<file path="src/rtl/dispatcher_pkg.sv">
// Shared encodings for the stream dispatcher: configuration modes and FSM states.
package dispatcher_pkg;

  typedef enum logic [1:0] {
    MODE_SEL   = 2'd0,
    MODE_RR    = 2'd1,
    MODE_AVAIL = 2'd2,
    MODE_RSVD  = 2'd3
  } mode_e;

  typedef enum logic {
    ST_RUN   = 1'b0,
    ST_DRAIN = 1'b1
  } state_e;

endpackage

</file>
<file path="src/rtl/dispatch_slot.sv">
// One-entry output register with valid/ready take side and a saturating delivery counter.
module dispatch_slot #(
  parameter int unsigned DATA_W = 8,
  parameter int unsigned CNT_W  = 16
) (
  input  logic              clk,
  input  logic              rst_n,
  input  logic              load,
  input  logic [DATA_W-1:0] load_data,
  input  logic              take,
  input  logic              cnt_clr,
  output logic              valid,
  output logic [DATA_W-1:0] data,
  output logic              free,
  output logic [CNT_W-1:0]  cnt
);

  // A slot being emptied this cycle can be refilled on the same edge.
  assign free = !valid || take;

  always_ff @(posedge clk or negedge rst_n) begin
    if (!rst_n) begin
      valid <= 1'b0;
      data  <= '0;
    end else if (load) begin
      valid <= 1'b1;
      data  <= load_data;
    end else if (take) begin
      valid <= 1'b0;
    end
  end

  always_ff @(posedge clk or negedge rst_n) begin
    if (!rst_n) begin
      cnt <= '0;
    end else if (cnt_clr) begin
      cnt <= '0;
    end else if (valid && take && (cnt != '1)) begin
      cnt <= cnt + CNT_W'(1);
    end
  end

endmodule

</file>
<file path="src/rtl/demux_stream_dispatcher.sv">
// Dispatches one valid/ready stream onto two registered channels by select, round-robin or availability.
module demux_stream_dispatcher
  import dispatcher_pkg::*;
#(
  parameter int unsigned DATA_W = 8,
  parameter int unsigned CNT_W  = 16
) (
  input  logic              clk,
  input  logic              rst_n,
  input  logic              in_valid,
  output logic              in_ready,
  input  logic [DATA_W-1:0] in_data,
  input  logic              sel,
  input  logic [1:0]        cfg_mode,
  output logic              out0_valid,
  input  logic              out0_ready,
  output logic [DATA_W-1:0] out0_data,
  output logic              out1_valid,
  input  logic              out1_ready,
  output logic [DATA_W-1:0] out1_data,
  input  logic              cnt_clr,
  output logic [CNT_W-1:0]  cnt0,
  output logic [CNT_W-1:0]  cnt1,
  output logic              busy
);

  state_e state;
  mode_e  active_mode;
  logic   rr_ptr;
  logic   free0, free1;
  logic   target, free_t, mode_chg, accept;

  always_comb begin
    target = sel;
    case (active_mode)
      MODE_RR:    target = rr_ptr;
      // Exactly one free slot wins; otherwise fall back to the pointer.
      MODE_AVAIL: target = (free0 ^ free1) ? free1 : rr_ptr;
      default:    target = sel;
    endcase
  end

  assign free_t   = target ? free1 : free0;
  assign mode_chg = (cfg_mode != active_mode);
  assign in_ready = (state == ST_RUN) && !mode_chg && free_t;
  assign accept   = in_valid && in_ready;

  dispatch_slot #(.DATA_W(DATA_W), .CNT_W(CNT_W)) u_slot0 (
    .clk       (clk),
    .rst_n     (rst_n),
    .load      (accept && !target),
    .load_data (in_data),
    .take      (out0_ready),
    .cnt_clr   (cnt_clr),
    .valid     (out0_valid),
    .data      (out0_data),
    .free      (free0),
    .cnt       (cnt0)
  );

  dispatch_slot #(.DATA_W(DATA_W), .CNT_W(CNT_W)) u_slot1 (
    .clk       (clk),
    .rst_n     (rst_n),
    .load      (accept && target),
    .load_data (in_data),
    .take      (out1_ready),
    .cnt_clr   (cnt_clr),
    .valid     (out1_valid),
    .data      (out1_data),
    .free      (free1),
    .cnt       (cnt1)
  );

  always_ff @(posedge clk or negedge rst_n) begin
    if (!rst_n) begin
      state       <= ST_RUN;
      active_mode <= MODE_SEL;
      rr_ptr      <= 1'b0;
      busy        <= 1'b0;
    end else begin
      case (state)
        ST_RUN: begin
          if (mode_chg) begin
            state <= ST_DRAIN;
            busy  <= 1'b1;
          end else if (accept && (active_mode == MODE_RR || active_mode == MODE_AVAIL)) begin
            rr_ptr <= ~target;
          end
        end
        default: begin
          // No loads happen here, so both slots free means both empty after this edge.
          if (free0 && free1) begin
            state       <= ST_RUN;
            busy        <= 1'b0;
            active_mode <= mode_e'(cfg_mode);
            rr_ptr      <= 1'b0;
          end
        end
      endcase
    end
  end

endmodule

</file>
<file path="config.mk">
export PLATFORM = sky130hd
export DESIGN_NAME = demux_stream_dispatcher
export DESIGN_NICKNAME = d
export VERILOG_FILES = /design/src/rtl/dispatcher_pkg.sv /design/src/rtl/dispatch_slot.sv /design/src/rtl/demux_stream_dispatcher.sv
export SDC_FILE = /design/constraint.sdc
export NUM_CORES = 1
export LEC_CHECK = 0
export BUFFER_PORTS_ARGS = -buffer_cell sky130_fd_sc_hd__buf_2
export CELL_PAD_IN_SITES_DETAIL_PLACEMENT = 1
export CELL_PAD_IN_SITES_GLOBAL_PLACEMENT = 2
export CORE_AREA = 2 2 94 96
export CTS_CLUSTER_DIAMETER = 200
export CTS_CLUSTER_SIZE = 30
export DETAILED_ROUTE_END_ITERATION = 6
export DIE_AREA = 0 0 96 98
export PLACE_DENSITY = 0.85
export SKIP_CTS_REPAIR_TIMING = 1
export SYNTH_ARGS = -nofsm -noshare
export SYNTH_HDL_FRONTEND = slang
export SYNTH_SLANG_ARGS = --single-unit
</file>
<file path="constraint.sdc">
create_clock -name clk -period 2.8 [get_ports clk]
set_input_delay 0.56 -clock clk [delete_from_list [all_inputs] [get_ports clk]]
set_output_delay 0.56 -clock clk [all_outputs]
set_load 0.01 [all_outputs]
</file>
==> out/metrics.csv <==
metric,value,unit
ant_nets,0,
path_max_fanout,4,
avgRoutedWirePerCell,14.7,microns
tightestPinTransition,0.716,ns
leakage,0.00156,uW
core.rowCount,34,
hold_viol,0,
cts_buffer_depth,2,
die_area,9410,sq um
min_period,2.65,ns
nFillCells,1007,
swShare,33.0,%
routed_wl,6470,microns
layout_common_cells,"68 x buf_2, 55 x dfrtp_1, 32 x nor2_1",
viasPerCell,4.98,
synth-seq-cells,55,
io_pins,69,
htreeDepth,2,
dieHeight,98,microns
coreArea,8470,sq um
insertion_delay,0.32,ns
reg2reg_depth,5,
clkSlewWorstSetupHoldPaths,0.11,ns
antenna_cells,0,
route.detailed.drc,0,
antenna_found_initial,0,
clock_skew,0.00956,ns
worstSetupPathType,register to output port,
power.internal,1470,uW
combPwrFrac,30.6,%
grt_overflow,0,
cts.sinks,55,
grt_pass1_vias,2217,
worst_setup_path_start_kind,register,
yosys_warnings,0,
crit_path_end_kind,output port,
layout_commonest_cell,buf_2,
synth_cell_types,41,
root_buffer,clkbuf_8,
min_path_type,input pin to asynchronous set/reset pin,
slew_viol_final,0,
die_x,96,microns
final_core_util,39.6,%
drive_gt1_share,34.5,%
ir_worst_vdd,0.347,mV
clkPwrFrac,21.8,%
synthArstFlopShare,100,%
grt_util_all_layers,14.5,%
drt_iter0_markers,54,
grt_pass1_wl,10900,microns
switchingPower,725,uW
num_vias,2196,
power_frac_seq,47.6,%
setup_viol,0,
synthToLayoutAreaGrowth,22.7,%
synth-seq-area-share,50.4,%
max-cap-violations,0,
synth_ff_type,dfrtp_1,
worstPathRequired,2.24,ns
arrival,2.09,ns
portBuffers,68,
dr.pass1.iters,4,
cts_tree,done,
max_freq,378,MHz
rsz0062_at_grt,false,
cts_buffers,5,
synth_nets,277,
syn_inst,255,
outcome,finished clean,
globalplace.congestion,0.775,
fin_nets,354,
start_util,32.2,%
max_slew_margin,52.3,%
synth-edff-count,0,
p_per_area,656,nW/um^2
synth_area,2730,sq um
synth_area_per_cell,10.7,sq um
grt_max_degree,56,
setup_tns,0,ns
period_share,94.5,%
hpwl,4690,microns
path summary, 6_finish.rpt:
| kind | to | slack [ns] | from |
|---|---|---|---|
| setup / recovery | in_ready | 0.15 | u_slot0.valid |
| hold / removal | u_slot1.data[0] | 0.37 | rst_n |
| setup reg to reg | u_slot0.data[5] | 0.67 | active_mode[0] |
| hold reg to reg | u_slot0.data[4] | 0.52 | u_slot0.data[4] |
| max in group asynchronous | u_slot0.cnt[13] | 1.97 | rst_n |
| min in group clk | u_slot0.data[1] | 0.48 | in_data[1] |
cell families after synthesis:
kind of cell,after synthesis,share of synthesized area [%]
flops,55,50.4
compound gates,25,5.32
fa+ha+maj,5,2.29
simple gates,117,24.2
xor+xnor,26,8.34
mux,19,7.84
buf+inv,8,1.60
power groups by stage:
stage | logic [uW] | clock network (uW) | registers (uW)
2_1_floorplan | 318 | 0 | 1110
3_3_place_gp | 623 | 0 | 1050
3_5_place_dp | 635 | 0 | 1070
4_1_cts | 635 | 507 | 1050
5_1_grt | 751 | 531 | 1070
6_report | 672 | 479 | 1050
through the flow:
stage,power (uW),hold slack [ns],instances,setup WS (ns),cell area (sq um)
floorplan,1430,0.264,255,0.360,2730
global route,2350,0.431,441,0.00198,3350
finish,2200,0.372,441,0.153,3350
global placement,1680,0.483,430,0.133,3200
CTS,2190,0.398,438,0.0716,3300
detailed placement,1700,0.488,430,0.0858,3200
worst max-delay path, cell delays in order (launching register included):
cell and delay [ns]:
dfrtp_1 0.44, nand2b_4 0.09, ha_4 0.24, nand3b_1 0.10, o2111ai_2 0.12, nand3_1 0.13
mux2_2 0.35, and2_1 0.15, buf_2 0.13
synth_stat cells, drive strengths merged, types with 2 or more instances:
| master | number | share of area [%] |
|---|---|---|
| nand4 | 11 | 3.1 |
| nand3 | 11 | 2.2 |
| nor3 | 10 | 1.8 |
| nand3b | 2 | 0.55 |
| or3 | 5 | 1.2 |
| nand2 | 21 | 2.9 |
| xor2 | 11 | 3.5 |
| mux2 | 19 | 7.8 |
| nor4 | 7 | 2.7 |
| nand2b | 3 | 0.69 |
| ha | 5 | 2.3 |
| nor3b | 4 | 1.1 |
| clkbuf | 2 | 0.28 |
| or2 | 2 | 0.55 |
| xnor2 | 15 | 4.8 |
| nor2 | 32 | 4.4 |
| a21oi | 9 | 1.6 |
| inv | 3 | 0.41 |
| and4 | 3 | 1.0 |
| dfrtp | 55 | 50 |
| nor4b | 2 | 0.87 |
| o21ai | 8 | 1.5 |
| buf | 2 | 0.60 |
| o211ai | 4 | 1.1 |
routing by layer:
| metal | up-vias | part of all wire (%) | global-route usage [%] | wire (microns) |
|---|---|---|---|---|
| li1 | 1069 | - | - | - |
| met1 | 1078 | 45 | 19.2 | 2910 |
| met2 | 44 | 48 | 23.2 | 3130 |
| met3 | 5 | 5.5 | 3.94 | 355 |
| met4 | 0 | 1.1 | 3.96 | 73 |
| met5 | - | 0 | 0 | 0 |
state kept, by name, summed over array words and instances, names as in the netlist:
register,count
u_slot0.data,8
u_slot0.valid,1
u_slot1.cnt,16
u_slot1.valid,1
active_mode,2
u_slot0.cnt,16
u_slot1.data,8
state,1
busy,1
rr_ptr,1
final cells by class:
| class | instances | area (sq um) | share of cell area [%] |
|---|---|---|---|
| well taps | 108 | 135 | 4.03 |
| clock buffers | 5 | 68.8 | 2.05 |
| flip-flops and latches | 55 | 1380 | 41.1 |
| repair buffers | 75 | 393 | 11.7 |
| multi-input cells | 192 | 1340 | 39.9 |
| clock inverters | 3 | 28.8 | 0.859 |
| inverters | 3 | 11.3 | 0.336 |
No activity file was read; power rests on OpenSTA's default activity.
